File: config.mk
export PLATFORM = sky130hd
export DESIGN_NAME = chacha20_stream_xor
export DESIGN_NICKNAME = d
export VERILOG_FILES = /design/src/rtl/chacha20_pkg.sv /design/src/rtl/chacha20_stream_xor.sv
export SDC_FILE = /design/constraint.sdc
export NUM_CORES = 2
export LEC_CHECK = 0
export ABC_AREA = 0
export ABC_CLOCK_PERIOD_IN_PS = 3200
export BUFFER_PORTS_ARGS = -buffer_cell sky130_fd_sc_hd__buf_2
export CAP_MARGIN = 20
export CORE_AREA = 8 8 515 517
export DETAILED_ROUTE_END_ITERATION = 16
export DIE_AREA = 0 0 523 525
export GPL_TIMING_DRIVEN = 1
export SETUP_SLACK_MARGIN = 0.05
export SLEW_MARGIN = 25
export SYNTH_ARGS = -nofsm -noshare
export SYNTH_HDL_FRONTEND = slang
export SYNTH_SLANG_ARGS = --single-unit
File: constraint.sdc
create_clock -name clk -period 3.2 [get_ports clk]
set_input_delay 0.16 -clock clk [delete_from_list [all_inputs] [get_ports clk]]
set_output_delay 0.16 -clock clk [all_outputs]
set_load 0.02 [all_outputs]
File: src/rtl/chacha20_pkg.sv
// Shared widths and FSM encoding for the ChaCha20 keystream consumer.
package chacha20_pkg;

  localparam int unsigned KEY_W   = 256;
  localparam int unsigned NONCE_W = 96;
  localparam int unsigned CNT_W   = 32;
  localparam int unsigned BLK_W   = 512;
  localparam int unsigned WORD_W  = 32;
  localparam int unsigned IDX_W   = 4;

  typedef enum logic [1:0] {
    StIdle,
    StFetch,
    StStream,
    StErr
  } state_e;

endpackage

File: src/rtl/chacha20_stream_xor.sv
// Requests ChaCha20 keystream blocks from the core, buffers each one and XORs it
// word by word onto a 32-bit valid/ready stream (encrypt and decrypt are identical).
module chacha20_stream_xor
  import chacha20_pkg::*;
#(
  parameter int unsigned WORDS_PER_BLOCK = 16
) (
  input  logic               clk,
  input  logic               rst,
  input  logic               start,
  input  logic [KEY_W-1:0]   key,
  input  logic [NONCE_W-1:0] nonce,
  input  logic [CNT_W-1:0]   init_count,
  output logic               busy,
  output logic               err,
  output logic [KEY_W-1:0]   ks_key,
  output logic [NONCE_W-1:0] ks_nonce,
  output logic [CNT_W-1:0]   ks_count,
  output logic               ks_req,
  input  logic               ks_valid,
  input  logic [BLK_W-1:0]   ks_block,
  input  logic [WORD_W-1:0]  in_data,
  input  logic               in_valid,
  input  logic               in_last,
  output logic               in_ready,
  output logic [WORD_W-1:0]  out_data,
  output logic               out_valid,
  output logic               out_last,
  input  logic               out_ready
);

  localparam logic [IDX_W-1:0] LastIdx = IDX_W'(WORDS_PER_BLOCK - 1);

  // Word 0 of the block sits in the top 32 bits, so index i selects bit (15-i)*32.
  function automatic logic [WORD_W-1:0] ks_word(input logic [BLK_W-1:0] blk,
                                                input logic [IDX_W-1:0] idx);
    return blk[{~idx, 5'd0} +: WORD_W];
  endfunction

  state_e              state_q, state_d;
  logic [KEY_W-1:0]    key_q, key_d;
  logic [NONCE_W-1:0]  nonce_q, nonce_d;
  logic [CNT_W-1:0]    count_q, count_d;
  logic [BLK_W-1:0]    buf_q, buf_d;
  logic [IDX_W-1:0]    idx_q, idx_d;
  logic                done_q, done_d;
  logic                err_q, err_d;
  logic [WORD_W-1:0]   out_data_q, out_data_d;
  logic                out_valid_q, out_valid_d;
  logic                out_last_q, out_last_d;
  logic                in_hs;

  always_comb begin
    state_d     = state_q;
    key_d       = key_q;
    nonce_d     = nonce_q;
    count_d     = count_q;
    buf_d       = buf_q;
    idx_d       = idx_q;
    done_d      = done_q;
    err_d       = err_q;
    out_data_d  = out_data_q;
    out_valid_d = out_valid_q;
    out_last_d  = out_last_q;
    ks_req      = 1'b0;
    in_ready    = 1'b0;
    in_hs       = 1'b0;

    // The output register drains independently of the state, so a pending
    // word still completes after entering FETCH, ERR or IDLE.
    if (out_valid_q && out_ready) out_valid_d = 1'b0;

    unique case (state_q)
      StIdle, StErr: begin
        if (start) begin
          key_d   = key;
          nonce_d = nonce;
          count_d = init_count;
          err_d   = 1'b0;
          idx_d   = '0;
          done_d  = 1'b0;
          state_d = StFetch;
        end
      end
      StFetch: begin
        ks_req = 1'b1;
        if (ks_valid) begin
          buf_d   = ks_block;
          state_d = StStream;
        end
      end
      StStream: begin
        if (done_q) begin
          // Final word accepted; stay busy until it leaves the output register.
          if (!out_valid_q || out_ready) begin
            done_d  = 1'b0;
            state_d = StIdle;
          end
        end else begin
          in_ready = !out_valid_q || out_ready;
          in_hs    = in_valid && in_ready;
          if (in_hs) begin
            out_data_d  = in_data ^ ks_word(buf_q, idx_q);
            out_valid_d = 1'b1;
            out_last_d  = in_last;
            idx_d       = idx_q + 1'b1;
            if (in_last) begin
              done_d = 1'b1;
            end else if (idx_q == LastIdx) begin
              if (count_q == '1) begin
                err_d   = 1'b1;
                state_d = StErr;
              end else begin
                count_d = count_q + 1'b1;
                state_d = StFetch;
              end
            end
          end
        end
      end
      default: state_d = StIdle;
    endcase
  end

  always_ff @(posedge clk) begin
    if (!rst) begin
      state_q     <= StIdle;
      key_q       <= '0;
      nonce_q     <= '0;
      count_q     <= '0;
      buf_q       <= '0;
      idx_q       <= '0;
      done_q      <= 1'b0;
      err_q       <= 1'b0;
      out_data_q  <= '0;
      out_valid_q <= 1'b0;
      out_last_q  <= 1'b0;
    end else begin
      state_q     <= state_d;
      key_q       <= key_d;
      nonce_q     <= nonce_d;
      count_q     <= count_d;
      buf_q       <= buf_d;
      idx_q       <= idx_d;
      done_q      <= done_d;
      err_q       <= err_d;
      out_data_q  <= out_data_d;
      out_valid_q <= out_valid_d;
      out_last_q  <= out_last_d;
    end
  end

  assign busy      = (state_q != StIdle);
  assign err       = err_q;
  assign ks_key    = key_q;
  assign ks_nonce  = nonce_q;
  assign ks_count  = count_q;
  assign out_data  = out_data_q;
  assign out_valid = out_valid_q;
  assign out_last  = out_last_q;

endmodule

==> run metrics <==
outcome completed; crit path launch state_q[0]; I/O pin total 1,357; Hold WS 87.5 ps; Initial Util 14.3%; EDFF count, synth 0; MaxCap Viol Count 0; number of global-route vias before repair 42.4k; Netlist cell types 62; post-synthesis register bit count around 940; DRT Wirelength 269,000 um; Global Route Usage Sum 18.5%; H-tree Lvls 3; Die Wd 523 um; LEAKAGE 24.6 nW; relative slew slack between 20 and 30%; dominant cells by area after synthesis dfxtp_1 51%, nand2_1 18%, a21oi_1 13%; Worst Tran Pin Value 1050 ps; grt ovf 0; clk slew on worst S/H paths 60 ps; initial antenna violation count 190; die height 525 um; first-pass GRT wire length approximately 360,000 um; worst-case reg-to-reg path depth 9; Synth Area in Compound Gates 16.1%; Fin. Hold Viols 0; row cnt 187; Initial DRC Count 3,817; Vias 42.7k; max frequency 332 MHz; Peak VDD IR 0.000439 V; Synth top area share between 50% and 60%; adder-cell share of the synthesized area 0.169%; worst r2r src state_q[0]; Synth Flop Type dfxtp_1; Port Buffer Count about 1.4k; DIE AREA 275,000 sq um; RR Endpoint ks_count[6]; fin util a little under a quarter; nets@finish 7,610; Post-Synthesis Cells 4,500; met2 usage about 31%; root buffer cell clkbuf_16; Post-Synth XOR/XNOR Area 0.830%; ANT nets after route 0; DP HPWL 215,000 um; crit path capture ks_count[6]; required time worst endpoint 3840 ps; Top Usage Layer GRT met2; largest family of logic cells by synthesized area simple AND/OR/NAND/NOR gates; Yosys Warn Count 0; # DRC 0; top cell type by total area after synthesis dfxtp_1; core region area 258,000 sq um; pwr dens 611 nW/um^2; Setup TNS 0 ps; Critical Path AT 3650 ps; Synth Area in Simple Gates 20.3%; CTS tree built; via/cell ratio 4.16; min Tclk post-route 3010 ps; CP startpoint kind flip-flop; Setup Crit Path Kind reg2reg; CTS Sinks 938; Async S/R FF share, synth 0%; Crit Path Max Fanout 24; DRT Pass-1 Iters 6; pre-CTS setup slack 530 ps; total power 0.0377 W; worst skew pair latency 790 ps; Pins Over Slew Limit 0; GP Congestion 0.978; layout cells sized above 1 26.8%; Critical Path Sink Type flip-flop; Syn-to-layout area delta 67.1%; HP Class in2reg; TritonCTS buffer count 113; synthesized net count 5,440; GR Util met3 6.84%; RSZ-0062 raised after global routing no; M1 GR Usage about 22%; worst setup margin 186 ps; Clock Path Buffers 3; Final period util 94.2%; final number of setup-violating endpoints 0; Routed wire per std cell roughly 26 um; clk_skew 94.5 ps; largest net degree at the start of global routing between 150 and 200; part of the Yosys area used for sequential elements 50.8%; FF-to-FF setup slack 190 ps; synthesized cell area 36,900 sq um; Mean Syn Cell Area around 8 sq um; post-synthesis mux area share 7.97%
state kept, by name (all words and copies together) (netlist names):
name       flops
buf_q        512
ks_key       256
err            1
out_data      32
state_q        2
out_last       1
done_q         1
ks_nonce      96
ks_count      32
idx_q          4
out_valid      1
power by group:
part / leakage [nW] / total (W) / switching [W] / internal, W
Clock: 1.94 / 0.0138 / 0.00581 / 0.00803
Sequential: 7.66 / 0.0138 / 0.000871 / 0.0130
Combinational: 15.0 / 0.0101 / 0.00638 / 0.00368
Total: 24.6 / 0.0377 / 0.0131 / 0.0247
how the worst min path moves through the flow:
stage / start / to / depth (start not counted)
4_1_cts: start / ks_count[11] / 4
2_1_floorplan: init_count[23] / ks_count[23] / 2
3_3_place_gp: nonce[14] / ks_nonce[14] / 3
6_report: start / ks_count[11] / 4
3_5_place_dp: ks_block[234] / buf_q[234] / 3
5_1_grt: start / ks_count[11] / 4
routing by layer:
| layer | wire [um] | part of all wire [%] |
|---|---|---|
| met5 | 545 | 0.20 |
| met4 | 11500 | 4.3 |
| met2 | 124000 | 46 |
| met3 | 27400 | 10 |
| met1 | 105000 | 39 |
synth_stat cells, types with 2 or more instances:
| cell | number |
|---|---|
| o22ai_1 | 8 |
| clkbuf_1 | 311 |
| nor2_1 | 25 |
| or4_4 | 2 |
| nor2b_1 | 6 |
| mux4_2 | 128 |
| a31oi_1 | 6 |
| a221oi_1 | 34 |
| nand3_1 | 19 |
| o21ai_0 | 51 |
| a22o_1 | 33 |
| inv_1 | 7 |
| buf_2 | 15 |
| a211oi_1 | 10 |
| ha_1 | 5 |
| o31a_1 | 4 |
| and2_1 | 9 |
| a21oi_1 | 924 |
| nor4_1 | 13 |
| or4_1 | 7 |
| and4_1 | 3 |
| o311ai_0 | 2 |
| buf_1 | 38 |
| or3_1 | 8 |
| a22oi_1 | 3 |
| nand4_1 | 14 |
| o31ai_1 | 4 |
| o32ai_1 | 2 |
| nor4b_1 | 2 |
| mux2i_1 | 6 |
| dfxtp_1 | 938 |
| o211ai_1 | 2 |
| nand4b_1 | 2 |
| and3_1 | 3 |
| nand2b_1 | 5 |
| nand2_1 | 1769 |
| xor2_1 | 35 |
| a311oi_1 | 4 |
| nor3_1 | 18 |
| nor3b_1 | 2 |
| o311a_1 | 2 |
layout by cell type, fill, tap and decap left out, drive strengths merged, types with 9 or more instances in the layout:
cell type	count
nor3	19
a221oi	34
inv	15
clkinv	27
clkbuf	165
nor2	25
nand4	15
nand2	1769
or4	9
a21oi	924
diode	97
o21ai	51
a22o	33
nand3	19
xor2	35
or3	9
bufinv	11
nor4	13
mux4	128
dlygate4sd3	948
and2	9
a211oi	10
dfxtp	938
buf	1471
through the flow:
| stage | instance area [sq um] | cells |
|---|---|---|
| finish | 61700 | 10267 |
| detailed placement | 48000 | 9007 |
| floorplan | 36900 | 4500 |
| global placement | 48000 | 9007 |
| global route | 61600 | 10217 |
| CTS | 61500 | 10168 |
critical path: stages (launching register included):
cell,delay [ps]
dfxtp_1,320
inv_1,90
ha_1,650
inv_1,130
buf_4,270
nor4_1,420
buf_4,260
a211oi_1,60
o22ai_1,170
dlygate4sd3_1,570
cell families (layout without fill, tap and decap cells):
logic type               count (synthesis)  after routing
AO/OA/AOI/OAI                         1101           1101
XOR/XNOR                                35             35
adder cells (fa/ha/maj)                  5              5
buffers and inverters                  372           2640
flip-flops                             938            938
multiplexers                           134            134
other                                    0             97
AND/OR/NAND/NOR                       1915           1915
layout make-up:
class                   count  area, sq um
diodes                     97          243
clock buffers             165         3260
clock inverters            48          712
fillers                 27869       196000
inverters                   8         37.5
multi-input cells        3190        16800
flip-flops and latches    938        18800
well taps                3402         4260
repair buffers           2419        17600
what timing repair did:
item	in CTS	in global routing
setup buffers	0	2
hold endpoints to repair	933	0
setup endpoints to repair	0	5
resized for setup	0	2
hold buffers	948	0
Power figures use the tool's default switching activity.
